$ cat src/rtl/ahb_dec_mux_n_pkg.sv
// Shared AHB-Lite encodings and the default-slave state type.
//   htrans_t    : HTRANS transfer-type encodings
//   hresp_t     : HRESP response encodings
//   def_state_t : default (unmapped) slave FSM states
package ahb_pkg;

  typedef enum logic [1:0] {
    HTRANS_IDLE   = 2'b00,
    HTRANS_BUSY   = 2'b01,
    HTRANS_NONSEQ = 2'b10,
    HTRANS_SEQ    = 2'b11
  } htrans_t;

  typedef enum logic {
    HRESP_OKAY  = 1'b0,
    HRESP_ERROR = 1'b1
  } hresp_t;

  typedef enum logic [1:0] {
    DEF_IDLE,
    DEF_ERR1,
    DEF_ERR2
  } def_state_t;

  // NONSEQ and SEQ are the only transfer types that need a real response.
  function automatic logic is_active(input logic [1:0] htrans);
    return htrans[1];
  endfunction

endpackage

$ cat src/rtl/ahb_dec_mux_n_if.sv
// Bus bundle between the AHB master, the decoder/mux and the N slaves.
//   haddr_i/htrans_i          : address phase from the master
//   hsel_o                    : per-slave select
//   slv_hrdata_i/hresp_i/...  : packed slave responses, slot i = slave i
//   hrdata_o/hresp_o/hready_o : muxed response to the master (hready_o also slave HREADY)
// Modport slave is the decoder's view; master is the surrounding system's view.
interface ahb_dec_mux_n_if #(
  parameter int unsigned ADDR_WIDTH = 32,
  parameter int unsigned DATA_WIDTH = 32,
  parameter int unsigned NUM_SLAVES = 4
);
  logic [ADDR_WIDTH-1:0]            haddr_i;
  logic [1:0]                       htrans_i;
  logic [NUM_SLAVES-1:0]            hsel_o;
  logic [NUM_SLAVES*DATA_WIDTH-1:0] slv_hrdata_i;
  logic [NUM_SLAVES-1:0]            slv_hresp_i;
  logic [NUM_SLAVES-1:0]            slv_hreadyout_i;
  logic [DATA_WIDTH-1:0]            hrdata_o;
  logic                             hresp_o;
  logic                             hready_o;

  modport slave (
    input  haddr_i, htrans_i, slv_hrdata_i, slv_hresp_i, slv_hreadyout_i,
    output hsel_o, hrdata_o, hresp_o, hready_o
  );

  modport master (
    output haddr_i, htrans_i, slv_hrdata_i, slv_hresp_i, slv_hreadyout_i,
    input  hsel_o, hrdata_o, hresp_o, hready_o
  );
endinterface

$ cat src/rtl/ahb_dec_mux_n_default_slave.sv
// Default slave for unmapped addresses: two-cycle ERROR response for active
// transfers, zero-wait OKAY for IDLE/BUSY, plus capture of the last failing
// address and a saturating error counter.
//   accept_i       : address phase accepted this cycle (bus hready)
//   unmapped_act_i : current address phase is unmapped and NONSEQ/SEQ
//   haddr_i        : current address, captured on error entry
//   err_clr_i      : synchronous clear of the counter
//   hready_o/hresp_o : data-phase response when the default slave is selected
//   busy_o         : FSM is in an error response
//   err_addr_o/err_cnt_o : error capture registers
module ahb_default_slave
  import ahb_pkg::*;
#(
  parameter int unsigned ADDR_WIDTH    = 32,
  parameter int unsigned ERR_CNT_WIDTH = 8
) (
  input  logic                     clk,
  input  logic                     rst,
  input  logic                     accept_i,
  input  logic                     unmapped_act_i,
  input  logic [ADDR_WIDTH-1:0]    haddr_i,
  input  logic                     err_clr_i,
  output logic                     hready_o,
  output logic                     hresp_o,
  output logic                     busy_o,
  output logic [ADDR_WIDTH-1:0]    err_addr_o,
  output logic [ERR_CNT_WIDTH-1:0] err_cnt_o
);

  def_state_t               state_q, state_d;
  logic [ADDR_WIDTH-1:0]    err_addr_q, err_addr_d;
  logic [ERR_CNT_WIDTH-1:0] err_cnt_q, err_cnt_d;
  logic                     entry;

  // Outputs depend on state only; kept apart from next-state logic so the
  // hready -> accept path back into this module is not a combinational loop.
  always_comb begin
    hready_o = 1'b1;
    hresp_o  = HRESP_OKAY;
    unique case (state_q)
      DEF_ERR1: begin
        hready_o = 1'b0;
        hresp_o  = HRESP_ERROR;
      end
      DEF_ERR2: hresp_o = HRESP_ERROR;
      default: ;
    endcase
  end

  always_comb begin
    state_d = state_q;
    entry   = 1'b0;
    unique case (state_q)
      DEF_IDLE: begin
        if (accept_i && unmapped_act_i) begin
          state_d = DEF_ERR1;
          entry   = 1'b1;
        end
      end
      DEF_ERR1: state_d = DEF_ERR2;
      DEF_ERR2: begin
        if (accept_i && unmapped_act_i) begin
          state_d = DEF_ERR1;
          entry   = 1'b1;
        end else begin
          state_d = DEF_IDLE;
        end
      end
      default: state_d = DEF_IDLE;
    endcase

    err_addr_d = entry ? haddr_i : err_addr_q;

    // A clear coinciding with a new error leaves exactly that one error counted.
    err_cnt_d = err_cnt_q;
    if (entry) begin
      if (err_clr_i)        err_cnt_d = ERR_CNT_WIDTH'(1);
      else if (!(&err_cnt_q)) err_cnt_d = err_cnt_q + ERR_CNT_WIDTH'(1);
    end else if (err_clr_i) begin
      err_cnt_d = '0;
    end
  end

  always_ff @(posedge clk or posedge rst) begin
    if (rst) begin
      state_q    <= DEF_IDLE;
      err_addr_q <= '0;
      err_cnt_q  <= '0;
    end else begin
      state_q    <= state_d;
      err_addr_q <= err_addr_d;
      err_cnt_q  <= err_cnt_d;
    end
  end

  assign busy_o     = (state_q != DEF_IDLE);
  assign err_addr_o = err_addr_q;
  assign err_cnt_o  = err_cnt_q;

endmodule

$ cat src/rtl/ahb_dec_mux_n.sv
// N-slave AHB-Lite address decoder and response mux with an integrated
// default slave for unmapped addresses.
//   hclk_i/hrst_i : clock, async active-high reset
//   bus           : address phase in, hsel out, slave responses in, muxed response out
//   err_addr_o    : address of the last unmapped active transfer
//   err_cnt_o     : saturating count of unmapped active transfers
//   err_clr_i     : synchronous clear of err_cnt_o
// Region i hits when (haddr & SLV_MASK[i]) == SLV_BASE[i]; lowest index wins.
module ahb_dec_mux_n
  import ahb_pkg::*;
#(
  parameter int unsigned ADDR_WIDTH    = 32,
  parameter int unsigned DATA_WIDTH    = 32,
  parameter int unsigned NUM_SLAVES    = 4,
  parameter logic [NUM_SLAVES*ADDR_WIDTH-1:0] SLV_BASE =
    {32'h03000000, 32'h02000000, 32'h01000000, 32'h00000000},
  parameter logic [NUM_SLAVES*ADDR_WIDTH-1:0] SLV_MASK = {4{32'hFF000000}},
  parameter int unsigned ERR_CNT_WIDTH = 8
) (
  input  logic                     hclk_i,
  input  logic                     hrst_i,
  ahb_dec_mux_n_if.slave           bus,
  output logic [ADDR_WIDTH-1:0]    err_addr_o,
  output logic [ERR_CNT_WIDTH-1:0] err_cnt_o,
  input  logic                     err_clr_i
);

  localparam int unsigned DSEL_W = $clog2(NUM_SLAVES + 1);
  localparam logic [DSEL_W-1:0] DEF = DSEL_W'(NUM_SLAVES);

  logic [NUM_SLAVES-1:0] hit;
  logic [NUM_SLAVES-1:0] hsel;
  logic [DSEL_W-1:0]     win;
  logic                  found;

  logic [DSEL_W-1:0]     dsel_q, dsel_d;
  logic                  def_act_q, def_act_d;

  logic [DATA_WIDTH-1:0] hrdata;
  logic                  hresp, hready;
  logic                  def_hready, def_hresp, def_busy;

  for (genvar i = 0; i < NUM_SLAVES; i++) begin : g_dec
    assign hit[i] = (bus.haddr_i & SLV_MASK[i*ADDR_WIDTH +: ADDR_WIDTH])
                    == SLV_BASE[i*ADDR_WIDTH +: ADDR_WIDTH];
  end

  always_comb begin
    hsel  = '0;
    win   = DEF;
    found = 1'b0;
    for (int unsigned i = 0; i < NUM_SLAVES; i++) begin
      if (hit[i] && !found) begin
        found   = 1'b1;
        hsel[i] = 1'b1;
        win     = DSEL_W'(i);
      end
    end
  end

  always_comb begin
    dsel_d    = dsel_q;
    def_act_d = def_act_q;
    if (hready) begin
      dsel_d    = win;
      def_act_d = !found && is_active(bus.htrans_i);
    end
  end

  always_ff @(posedge hclk_i or posedge hrst_i) begin
    if (hrst_i) begin
      dsel_q    <= DEF;
      def_act_q <= 1'b0;
    end else begin
      dsel_q    <= dsel_d;
      def_act_q <= def_act_d;
    end
  end

  // Data-phase mux driven solely by the registered selection.
  always_comb begin
    hrdata = '0;
    hresp  = def_hresp;
    hready = def_hready;
    for (int unsigned i = 0; i < NUM_SLAVES; i++) begin
      if (dsel_q == DSEL_W'(i)) begin
        hrdata = bus.slv_hrdata_i[i*DATA_WIDTH +: DATA_WIDTH];
        hresp  = bus.slv_hresp_i[i];
        hready = bus.slv_hreadyout_i[i];
      end
    end
  end

  ahb_default_slave #(
    .ADDR_WIDTH   (ADDR_WIDTH),
    .ERR_CNT_WIDTH(ERR_CNT_WIDTH)
  ) u_def (
    .clk           (hclk_i),
    .rst           (hrst_i),
    .accept_i      (hready),
    .unmapped_act_i(!found && is_active(bus.htrans_i)),
    .haddr_i       (bus.haddr_i),
    .err_clr_i     (err_clr_i),
    .hready_o      (def_hready),
    .hresp_o       (def_hresp),
    .busy_o        (def_busy),
    .err_addr_o    (err_addr_o),
    .err_cnt_o     (err_cnt_o)
  );

  // An accepted unmapped active transfer keeps the default slave busy until
  // the next accept, so the two views of "error in progress" must agree.
  a_def_act_consistent: assert property (
    @(posedge hclk_i) disable iff (hrst_i) def_act_q == def_busy
  );

  assign bus.hsel_o   = hsel;
  assign bus.hrdata_o = hrdata;
  assign bus.hresp_o  = hresp;
  assign bus.hready_o = hready;

endmodule

$ cat src/flat_wrapper.sv
// flat-port wrapper written by rule: the top's interface ports become plain ports
module ahb_dec_mux_n_flat import ahb_pkg::*;
#(
  parameter int unsigned ADDR_WIDTH    = 32,
  parameter int unsigned DATA_WIDTH    = 32,
  parameter int unsigned NUM_SLAVES    = 4,
  parameter logic [NUM_SLAVES*ADDR_WIDTH-1:0] SLV_BASE =
    {32'h03000000, 32'h02000000, 32'h01000000, 32'h00000000},
  parameter logic [NUM_SLAVES*ADDR_WIDTH-1:0] SLV_MASK = {4{32'hFF000000}},
  parameter int unsigned ERR_CNT_WIDTH = 8
)
  (hclk_i, hrst_i, err_addr_o, err_cnt_o, err_clr_i, bus_haddr_i, bus_htrans_i, bus_slv_hrdata_i, bus_slv_hresp_i, bus_slv_hreadyout_i, bus_hsel_o, bus_hrdata_o, bus_hresp_o, bus_hready_o);
  ahb_dec_mux_n_if #(.ADDR_WIDTH(ADDR_WIDTH), .DATA_WIDTH(DATA_WIDTH), .NUM_SLAVES(NUM_SLAVES)) bus_i ();
  input  logic hclk_i;
  input  logic hrst_i;
  output logic [ADDR_WIDTH-1:0] err_addr_o;
  output logic [ERR_CNT_WIDTH-1:0] err_cnt_o;
  input  logic err_clr_i;
  input wire logic [$bits(bus_i.haddr_i)-1:0] bus_haddr_i;
  input wire logic [$bits(bus_i.htrans_i)-1:0] bus_htrans_i;
  input wire logic [$bits(bus_i.slv_hrdata_i)-1:0] bus_slv_hrdata_i;
  input wire logic [$bits(bus_i.slv_hresp_i)-1:0] bus_slv_hresp_i;
  input wire logic [$bits(bus_i.slv_hreadyout_i)-1:0] bus_slv_hreadyout_i;
  output wire logic [$bits(bus_i.hsel_o)-1:0] bus_hsel_o;
  output wire logic [$bits(bus_i.hrdata_o)-1:0] bus_hrdata_o;
  output wire logic [$bits(bus_i.hresp_o)-1:0] bus_hresp_o;
  output wire logic [$bits(bus_i.hready_o)-1:0] bus_hready_o;
  assign bus_i.haddr_i = bus_haddr_i;
  assign bus_i.htrans_i = bus_htrans_i;
  assign bus_i.slv_hrdata_i = bus_slv_hrdata_i;
  assign bus_i.slv_hresp_i = bus_slv_hresp_i;
  assign bus_i.slv_hreadyout_i = bus_slv_hreadyout_i;
  assign bus_hsel_o = bus_i.hsel_o;
  assign bus_hrdata_o = bus_i.hrdata_o;
  assign bus_hresp_o = bus_i.hresp_o;
  assign bus_hready_o = bus_i.hready_o;
  ahb_dec_mux_n #(.ADDR_WIDTH(ADDR_WIDTH), .DATA_WIDTH(DATA_WIDTH), .NUM_SLAVES(NUM_SLAVES), .SLV_BASE(SLV_BASE), .SLV_MASK(SLV_MASK), .ERR_CNT_WIDTH(ERR_CNT_WIDTH)) u_core (.hclk_i(hclk_i), .hrst_i(hrst_i), .bus(bus_i), .err_addr_o(err_addr_o), .err_cnt_o(err_cnt_o), .err_clr_i(err_clr_i));
endmodule
$ cat config.mk
export PLATFORM = sky130hd
export DESIGN_NAME = ahb_dec_mux_n_flat
export DESIGN_NICKNAME = d
export VERILOG_FILES = /design/src/rtl/ahb_dec_mux_n_pkg.sv /design/src/rtl/ahb_dec_mux_n_if.sv /design/src/rtl/ahb_dec_mux_n_default_slave.sv /design/src/rtl/ahb_dec_mux_n.sv /design/src/flat_wrapper.sv
export SDC_FILE = /design/constraint.sdc
export NUM_CORES = 1
export LEC_CHECK = 0
export BUFFER_PORTS_ARGS = -buffer_cell sky130_fd_sc_hd__clkbuf_2
export CAP_MARGIN = 20
export CORE_ASPECT_RATIO = 0.8
export CORE_MARGIN = 8
export CORE_UTILIZATION = 40
export DETAILED_ROUTE_END_ITERATION = 8
export PLACE_DENSITY = 0.81
export SLEW_MARGIN = 10
export SYNTH_ARGS = -nofsm -noshare
export SYNTH_HDL_FRONTEND = slang
export SYNTH_SLANG_ARGS = --single-unit
export TNS_END_PERCENT = 50
$ cat constraint.sdc
create_clock -name hclk_i -period 3.05 [get_ports hclk_i]
set_clock_uncertainty 0.15 [all_clocks]
set_input_delay 0 -clock hclk_i [delete_from_list [all_inputs] [get_ports hclk_i]]
set_output_delay 0 -clock hclk_i [all_outputs]
set_load 0.02 [all_outputs]
; ---- Word level (Yosys, flattened, before mapping)
; Cells that the tools add are included.
[word_totals]
inputBits = 173
ramBits = 0
latchBits = 0
mem_count = 0
register_bits = 45
romBits = 0
wordCells = 66
out_inout_bits = 78
[op_classes]
muxes = 34
mul = 0
shifts = 0
eq_ne = 10
bitwise = 0
magnitude_cmp = 0
reduce_logical = 17
n_addsub = 1
n_div = 0
[ops]
columns = cell, count
row1 = 32-bit 2-to-1 mux, 4
row2 = 32-bit logical NOT, 1
row3 = 8-bit 2-to-1 mux, 4
row4 = 1-bit 2-to-1 mux, 20
row5 = 8-bit by 2-bit == test with 1-bit output (second input constant), 2
row6 = 3-bit 2-to-1 mux, 4
row7 = 8-bit by 1-bit adder with 8-bit output (second input constant), 1
row8 = 8-bit by 1-bit == test with 1-bit output (second input constant), 1
row9 = 8-bit AND reduction, 1
row10 = 3-bit by 2-bit == test with 1-bit output (second input constant), 2
row11 = 2-bit one-hot mux with 3 select lines, 1
row12 = 1-bit logical AND, 5
row13 = 1-bit logical NOT, 4
row14 = 2-bit inequality test (second input constant), 2
row15 = 2-bit OR reduction, 2
row16 = 3-bit by 1-bit == test with 1-bit output (second input constant), 1
row17 = 3-bit logical NOT, 1
row18 = 2-bit by 1-bit == test with 1-bit output (second input constant), 1
row19 = 2-bit == test (second input constant), 1
row20 = 2-bit logical NOT, 1
row21 = 2-bit 2-to-1 mux, 1
row22 = 2-bit AND reduction, 1
row23 = 2-bit nonzero test, 1

; ---- Longest topological paths before layout
; Gate-level depths: netlist of run 1.
[depth]
ltp_word = 18
depth_mapped = 8
depth_no_buf = 7

; ---- Cells and area by module
; A second synthesis of run 1 with hierarchy kept.
[hier_totals]
hier_cells = 312
hier_area_um2 = 3115.5
[by_module_without_submodules]
columns = mod, cells_per_inst, instances, area_per_inst_um2
row1 = ahb_default_slave, 201, 1, 1839.3
row2 = ahb_dec_mux_n, 111, 1, 1276.2

; ---- Least setup slack after synthesis of run 1
; OpenSTA, ideal clock, no wires.
[synth_path]
kind = flip-flop to flip-flop
start = reg u_core.dsel_q[2]
end = reg u_core.dsel_q[1]
required_time_ps = 2773
t_arrival_ps = 1952
stages_incl_launch_ff = 6
n_path_buf = 1
slack_ps = 821
synth_period_minus_slack_ps = 2229
path_cell_list = dfstp_2 clkbuf_1 nor2_1 a22o_1 a21oi_1 mux2_1
[synth_via]
elab_chain_len = 5
word_cells_on_any_way = 8
classes_between = eq/ne (3) / mux (4) / reduce/logical (1)
[synth_lines]
columns = item, line
row1 = start: declaration, ahb_dec_mux_n.sv:36  ; logic [DSEL_W-1:0] dsel_q, dsel_d;
row2 = start signal: assignment, ahb_dec_mux_n.sv:75  ; dsel_q <= dsel_d;
row3 = 3-bit logical NOT, ahb_dec_mux_n.sv:86  ; if (dsel_q == DSEL_W'(i)) begin
row4 = 1-bit 2-to-1 mux (3 in a row), ahb_dec_mux_n.sv:86
row5 = 1-bit 2-to-1 mux *, ahb_dec_mux_n.sv:86
row6 = named net bus_hready_o, flat_wrapper.sv:27  ; output wire logic [$bits(bus_i.hready_o)-1:0] bus_hready_o;
; Mark *: on every way through the listed nets, which the timed path passes. The rest lies on a longest branch.
; A chain may end at the register's enable or synchronous reset.

; ---- Worst setup path in the final report of run 1
[layout_path]
start = reg u_core.dsel_q[0]
end = out bus_hresp_o
[layout_via]
elab_chain_len = 5
word_cells_on_any_way = 8
classes_between = eq/ne (3) / mux (4) / reduce/logical (1)
[layout_lines]
columns = item, line
row1 = 3-bit logical NOT, ahb_dec_mux_n.sv:86
row2 = 1-bit 2-to-1 mux (3 in a row), ahb_dec_mux_n.sv:86
row3 = 1-bit 2-to-1 mux *, ahb_dec_mux_n.sv:86
row4 = end: declaration, flat_wrapper.sv:26  ; output wire logic [$bits(bus_i.hresp_o)-1:0] bus_hresp_o;
; Every way passes the cells marked *; elsewhere a longest branch is shown, timed or not.

==> metrics, run 1 <==
area overhead of the layout relative to synthesis 56.99%; final wirelength approximately 13 mm; number of buffers inserted by port buffering 249; routed length per placed instance 20.03 um; part of the power in registers 32.9%; Design Area, Final 5005 um2; clock-pin slew of the registers on the worst-case setup and hold paths 0.08 ns; Final Max Slew Viols 0; Die Span Y 95.85 um; Sw Share 39.45%; ranking of synthesized cells by area sky130_fd_sc_hd__dfrtp_1 (35%), sky130_fd_sc_hd__mux4_2 (23%), sky130_fd_sc_hd__mux2_4 (13%), sky130_fd_sc_hd__nor2b_1 (6.7%), sky130_fd_sc_hd__mux2_1 (2.5%); Sum Neg Setup Slack 0 ns; # rows 29; worst reg2reg path depth 7; Arrival @ worst endpoint between 2 and 2.5 ns; Placement Setup Slack 0.9370 ns; reg-to-reg slack, setup just over 0.9 ns; via count of the routed design roughly 3,200; TritonCTS clock tree built; final instance count without filler cells 626; number of maximum-capacitance violations 0; maximum root-to-sink buffer count 2; total clock buffers created by CTS 5; Synth Net Count 415; Seq. cell area 1129 um2; Total GRT Usage between 20% and 30%; number of gates resized after cts 0; type of the setup path with the least slack reg -> out; maximum frequency from static timing analysis 457.8 MHz; summed instance area of the synthesized netlist 3188 um2; Min-Delay Path Class in -> reg; count of state elements after synthesis 45; final setup violation count 0; post-placement cell count 583; Ys Warns 0; total grt overflow 0; full die area 11,100 um2; post-layout util 63.86%; Pre-Repair DR Iteration Count 4; Cell Pwr Density 619.7 nW/um2; required time of the critical path 2.90 ns; kind of capture point of the worst setup path output pin; critical register-to-register path startpoint u_core.u_def.state_q[0]; number of global-route vias before repair 3,581; Synth Flop Type sky130_fd_sc_hd__dfrtp_1; share of post-route cells with drive strength above 1 64.29%; power spent charging and discharging nets 1.224 mW; Reg-to-Reg End u_core.u_def.err_addr_o[26]; maximum number of pins on one net before global-route repair 46; number of synthesized flops with an enable pin 0; Total Nets Final 696; source of the critical timing path u_core.dsel_q[0]; largest fanout on the critical path 18; antenna violations before repair 0; worst ir drop on vdd between 0.7 and 0.8 mV; min setup slack post-route 0.8656 ns; average cell area after synthesis about 14 um2; Placeable Area 7838 um2; DR vias/cell 5.061; worst slew pin tran 0.9124 ns; outcome finished, final reports clean; kind of start point of the critical path flop; Final Hold Viols 0; CP Capture Point bus_hresp_o; antenna cell count 0; sequential-to-total area share from yosys stat 35.36%; clock network fraction of design power about 15%; starting density of the core 40.68%; Placed Area 4538 um2; clock network latency to the later pin of the worst-skew pair 0.30 ns; die span in x 115.8 um; distinct cell type count of the synthesized netlist 41; dominant cell type by area after synthesis sky130_fd_sc_hd__dfrtp_1; cell at the root of the clock tree sky130_fd_sc_hd__clkbuf_8; post-synthesis cell count 236; final weighted congestion in routability-driven placement 0.8463; internal power component around 1.9 mW; Remaining DRCs 0; area of the multi-input gates 1948 um2; area share of the largest cell type after synthesis between 30% and 40%; total of fill cells in the finished design ~590; minimum clock period after layout roughly 2.2 ns; worst-case hold slack ~0.25 ns; global-route wire length before repair approximately 19 mm; placed wire-length estimate after detailed placement between 9 and 10 mm; combinational power share 51.9%; ports placed on the boundary ~250; standby leakage power 2.504 nW; max_slew headroom 39.09%; Clock H-tree levels 2; total clock sinks 45; Synth async-reset ratio 100.0%; final period utilization 71.62%; post-route antenna net violation count 0; count of routing violations after the opening detailed-route iteration ~130; unrepaired setup endpoints after global routing false; Total Power 3.102 mW
how the worst min path moves through the flow:
stage,from,endpoint,slack [ns],depth (start not counted)
2_1_floorplan,bus_haddr_i[24],bus_hsel_o[2],-0.07,1
3_3_place_gp,hrst_i,u_core.u_def.err_addr_o[27],0.08,2
3_5_place_dp,hrst_i,u_core.u_def.err_addr_o[1],0.09,2
4_1_cts,bus_slv_hreadyout_i[2],u_core.dsel_q[2],0.26,4
5_1_grt,bus_haddr_i[2],u_core.u_def.err_addr_o[2],0.31,3
6_report,bus_slv_hreadyout_i[0],u_core.dsel_q[2],0.25,4
cell usage in the layout (no fill, tap or decap), types with 2 or more instances in the layout:
cell type,synthesis,routed
sky130_fd_sc_hd__a21o_1,2,2
sky130_fd_sc_hd__a21oi_1,6,6
sky130_fd_sc_hd__and2_1,3,3
sky130_fd_sc_hd__and3_1,3,3
sky130_fd_sc_hd__and4_1,2,2
sky130_fd_sc_hd__buf_4,1,5
sky130_fd_sc_hd__clkbuf_2,0,249
sky130_fd_sc_hd__clkbuf_8,0,5
sky130_fd_sc_hd__dfrtp_1,44,43
sky130_fd_sc_hd__dlygate4sd3_1,0,35
sky130_fd_sc_hd__ha_1,6,6
sky130_fd_sc_hd__inv_1,6,5
sky130_fd_sc_hd__inv_6,0,2
sky130_fd_sc_hd__mux2_1,7,7
sky130_fd_sc_hd__mux2_4,27,27
sky130_fd_sc_hd__mux2i_1,4,4
sky130_fd_sc_hd__mux4_2,33,33
sky130_fd_sc_hd__nand2_1,4,4
sky130_fd_sc_hd__nand3_1,4,4
sky130_fd_sc_hd__nand4_1,2,2
sky130_fd_sc_hd__nor2_1,7,7
sky130_fd_sc_hd__nor2b_1,34,34
sky130_fd_sc_hd__nor3_1,2,2
sky130_fd_sc_hd__nor3b_1,3,3
sky130_fd_sc_hd__o21ai_0,2,2
sky130_fd_sc_hd__or2_2,2,2
sky130_fd_sc_hd__xor2_1,3,3
power groups by stage:
stage	Clock [mW]	Combinational (mW)	Sequential (mW)
after detailed placement	0	1.56	1.00
final	0.474	1.61	1.02
after floorplan	0	0.771	1.27
after global routing	0.507	1.71	1.05
after global placement	0	1.51	0.992
after CTS	0.476	1.60	1.00
Yosys cell counts, types with 4 or more instances:
library cell and n:
sky130_fd_sc_hd__mux2_4 27, sky130_fd_sc_hd__nor2b_1 34, sky130_fd_sc_hd__nand3_1 4, sky130_fd_sc_hd__inv_1 6, sky130_fd_sc_hd__a21oi_1 6, sky130_fd_sc_hd__mux2_1 7
sky130_fd_sc_hd__mux2i_1 4, sky130_fd_sc_hd__ha_1 6, sky130_fd_sc_hd__mux4_2 33, sky130_fd_sc_hd__dfrtp_1 44, sky130_fd_sc_hd__nor2_1 7, sky130_fd_sc_hd__clkbuf_1 8
sky130_fd_sc_hd__nand2_1 4
what timing repair did:
item	4_1_cts	5_1_grt
hold buffers	35	0
buffers inserted	0	0
endpoints found under the hold margin	85	0
state kept, by name (all words and copies together), names as in the netlist:
| signal | cells |
|---|---|
| u_core.u_def.err_addr_o | 32 |
| u_core.dsel_q | 3 |
| u_core.u_def.err_cnt_o | 8 |
| u_core.u_def.state_q | 2 |
layer usage:
metal	GRT usage, %	routed length (um)	vias to the layer above	share of wire [%]
met5	0	0	-	0
met4	6.136	251	0	2.0
met3	6.458	1242	24	9.9
met2	39.96	6547	169	52
met1	23.90	4494	1530	36
li1	-	-	1445	-
critical path, stage by stage, from the launching register on:
cell	delay (ns)
sky130_fd_sc_hd__dfrtp_2	0.42
sky130_fd_sc_hd__buf_4	0.34
sky130_fd_sc_hd__mux4_2	0.55
sky130_fd_sc_hd__mux2_2	0.27
sky130_fd_sc_hd__clkbuf_2	0.15
cells by family after synthesis:
group	share of synthesized area, %
XOR/XNOR	0.8243
AND/OR/NAND/NOR	13.85
flip-flops	35.36
adder cells (fa/ha/maj)	2.355
AO/OA/AOI/OAI	3.964
multiplexers	40.11
buffers and inverters	3.532
area by class of cell:
class,count,share of cell area [%]
flip-flops and latches,45,22.55
multi-input cells,169,38.93
clock buffers,5,1.375
well taps,108,2.700
repair buffers,290,33.05
inverters,6,0.4500
clock inverters,3,0.9500
Power figures use the tool's default switching activity.
==> inputs of run 2 (changes only) <==
==> constraint.sdc (replaced) <==
create_clock -name hclk_i -period 2.27 [get_ports hclk_i]
set_clock_uncertainty 0.15 [all_clocks]
set_input_delay 0 -clock hclk_i [delete_from_list [all_inputs] [get_ports hclk_i]]
set_output_delay 0 -clock hclk_i [all_outputs]
set_load 0.02 [all_outputs]
==> run 2 against run 1 <==
Net effect: design area is 0.53% higher; core utilization grew 0.34 points; setup slack worse by 0.74 ns; first-iteration DRC count grew 79%; non-clock buffer count grew 2.
==> metrics, run 2 (synthesized netlist as in run 1, its figures left out) <==
outcome finished, final reports clean; required time of the critical path 2.31 ns (-0.59 ns); type of the setup path with the least slack reg -> reg; kind of capture point of the worst setup path flop; ports placed on the boundary 251 (unchanged); Total Nets Final 698 (+0.29%); area overhead of the layout relative to synthesis 57.81%; cell at the root of the clock tree sky130_fd_sc_hd__clkbuf_8; Final Hold Viols 0 (unchanged); total clock buffers created by CTS 5 (unchanged); # rows 29 (unchanged); starting density of the core 40.68% (unchanged); worst-case hold slack 0.1445 ns (-0.1047 ns); worst ir drop on vdd 0.8244 mV (+5.4%); Die Span Y 95.85 um (unchanged); max_slew headroom 68.60% (+30 points); final period utilization 94.59%; DR vias/cell 5.083 (+0.44%); unrepaired setup endpoints after global routing false; share of post-route cells with drive strength above 1 64.42% (+0.14 points); final instance count without filler cells 628 (+0.32%); number of buffers inserted by port buffering 249 (unchanged); count of routing violations after the opening detailed-route iteration 234 (+79%); post-route antenna net violation count 0 (unchanged); antenna cell count 0 (unchanged); clock network latency to the later pin of the worst-skew pair 0.30 ns (about the same); maximum frequency from static timing analysis 465.7 MHz; maximum number of pins on one net before global-route repair 30 (-35%); die span in x 115.8 um (unchanged); placed wire-length estimate after detailed placement 9.788 mm (+0.84%); Clock H-tree levels 2 (unchanged); Min-Delay Path Class in -> async; final weighted congestion in routability-driven placement 0.8784 (+3.8%); number of flip-flops in the largest register 32 (unchanged); number of global-route vias before repair 3,559 (-0.61%); final wirelength 12.89 mm (+2.8%); kind of start point of the critical path flop; Total Power 4.216 mW (+36%); number of maximum-capacitance violations 0 (unchanged); full die area 11,100 um2 (unchanged); routed length per placed instance 20.53 um (+2.5%); worst slew pin tran 0.4666 ns (-0.4457 ns); clock-pin slew of the registers on the worst-case setup and hold paths 0.09 ns (about the same); Final Max Slew Viols 0 (unchanged); Placeable Area 7838 um2 (unchanged); maximum root-to-sink buffer count 2 (unchanged); total clock sinks 45 (unchanged); largest fanout on the critical path 14 (-4); Total GRT Usage 22.19% (+0.47 points); minimum clock period after layout 2.147 ns; most common library cell in the layout ignoring fill and taps sky130_fd_sc_hd__clkbuf_2; TritonCTS clock tree built; Remaining DRCs 0 (unchanged); Cell Pwr Density 838.1 nW/um2 (+35%); via count of the routed design 3,192 (+0.76%); total grt overflow 0 (unchanged); post-placement cell count 585 (+0.34%); commonest non-fill, non-tap cells in the layout sky130_fd_sc_hd__clkbuf_2 (249), sky130_fd_sc_hd__dfrtp_1 (43), sky130_fd_sc_hd__dlygate4sd3_1 (35); final setup violation count 0 (unchanged); global-route wire length before repair 19.08 mm (+1.3%); Arrival @ worst endpoint 2.19 ns (+0.16 ns); Placed Area 4553 um2 (+0.33%); Design Area, Final 5031 um2 (+0.53%); Pre-Repair DR Iteration Count 4 (unchanged); standby leakage power 2.519 nW (+0.59%); total of fill cells in the finished design 613 (+3.2%); antenna violations before repair 0 (unchanged); Sum Neg Setup Slack 0 ns (unchanged)
==> run 2: cell count changes in the layout (fill, tap and decap cells not counted), sizes merged <==
| cell | change |
|---|---|
| clkbuf | +1 |
| inv | -1 |
| buf | +2 |
==> run 2: power breakdown <==
group,switching (mW),total [mW],internal (mW)
combinational,1.11,2.17,1.06
clock,0.300,0.666,0.366
sequential,0.244,1.38,1.13
total,1.65,4.22,2.56
==> run 2: layout make-up <==
class                           count  area [um2]  share of cell area [%]
Clock buffer                        6       82.58                   1.641
Clock inverter                      2       41.29                  0.8207
Inverter                            6       22.52                  0.4476
Multi-Input combinational cell    169        1948                   38.72
Sequential cell                    45        1129                   22.43
Tap cell                          108       135.1                   2.686
Timing Repair Buffer              292        1673                   33.25
==> run 2: per-layer routing <==
| layer | vias to the layer above | routed length, um | track usage, % | share of wire (%) |
|---|---|---|---|---|
| met5 | - | 0 | 0 | 0 |
| met4 | 0 | 226 | 5.813 | 1.8 |
| met3 | 24 | 1222 | 6.019 | 9.5 |
| met2 | 166 | 7011 | 42.46 | 54 |
| met1 | 1552 | 4431 | 23.64 | 34 |
| li1 | 1450 | - | - | - |
==> run 2: stage by stage <==
stage / setup slack (ns) / utilization [%]
finish: 0.1227 / 64.19
global route: 0.01937 / 64.19
CTS: 0.02100 / 64.14
detailed placement: 0.1437 / 58.09
global placement: 0.2337 / 58.09
floorplan: 0.04097 / -
==> run 2: what timing repair did <==
action                     CTS  global route
gates resized for setup      0             1
hold endpoints to repair    71             0
setup endpoints to repair    0            27
setup buffers                0             0
hold buffers                35             0
==> run 2: worst paths after layout <==
kind | slack [ns] | to | startpoint | depth (start not counted)
worst max register to register | 0.12 | u_core.u_def.err_addr_o[29] | u_core.u_def.state_q[1] | 7
worst min-delay path | 0.14 | u_core.u_def.err_addr_o[29] | hrst_i | 3
worst min register to register | 0.34 | u_core.u_def.err_addr_o[28] | u_core.u_def.err_addr_o[28] | 1
worst max-delay path | 0.12 | u_core.u_def.err_addr_o[29] | u_core.u_def.state_q[1] | 7
max in group asynchronous | 1.15 | u_core.u_def.err_addr_o[18] | hrst_i | 4
min in group hclk_i | 0.24 | u_core.dsel_q[2] | bus_slv_hreadyout_i[2] | 4
==> run 2: critical path: stages (launching register included) <==
cell and delay (ns):
sky130_fd_sc_hd__dfrtp_1 0.42, sky130_fd_sc_hd__inv_1 0.12, sky130_fd_sc_hd__ha_1 0.25, sky130_fd_sc_hd__or2_2 0.16
sky130_fd_sc_hd__o2111ai_4 0.14, sky130_fd_sc_hd__nor2_4 0.14, sky130_fd_sc_hd__buf_4 0.27, sky130_fd_sc_hd__mux2_1 0.36
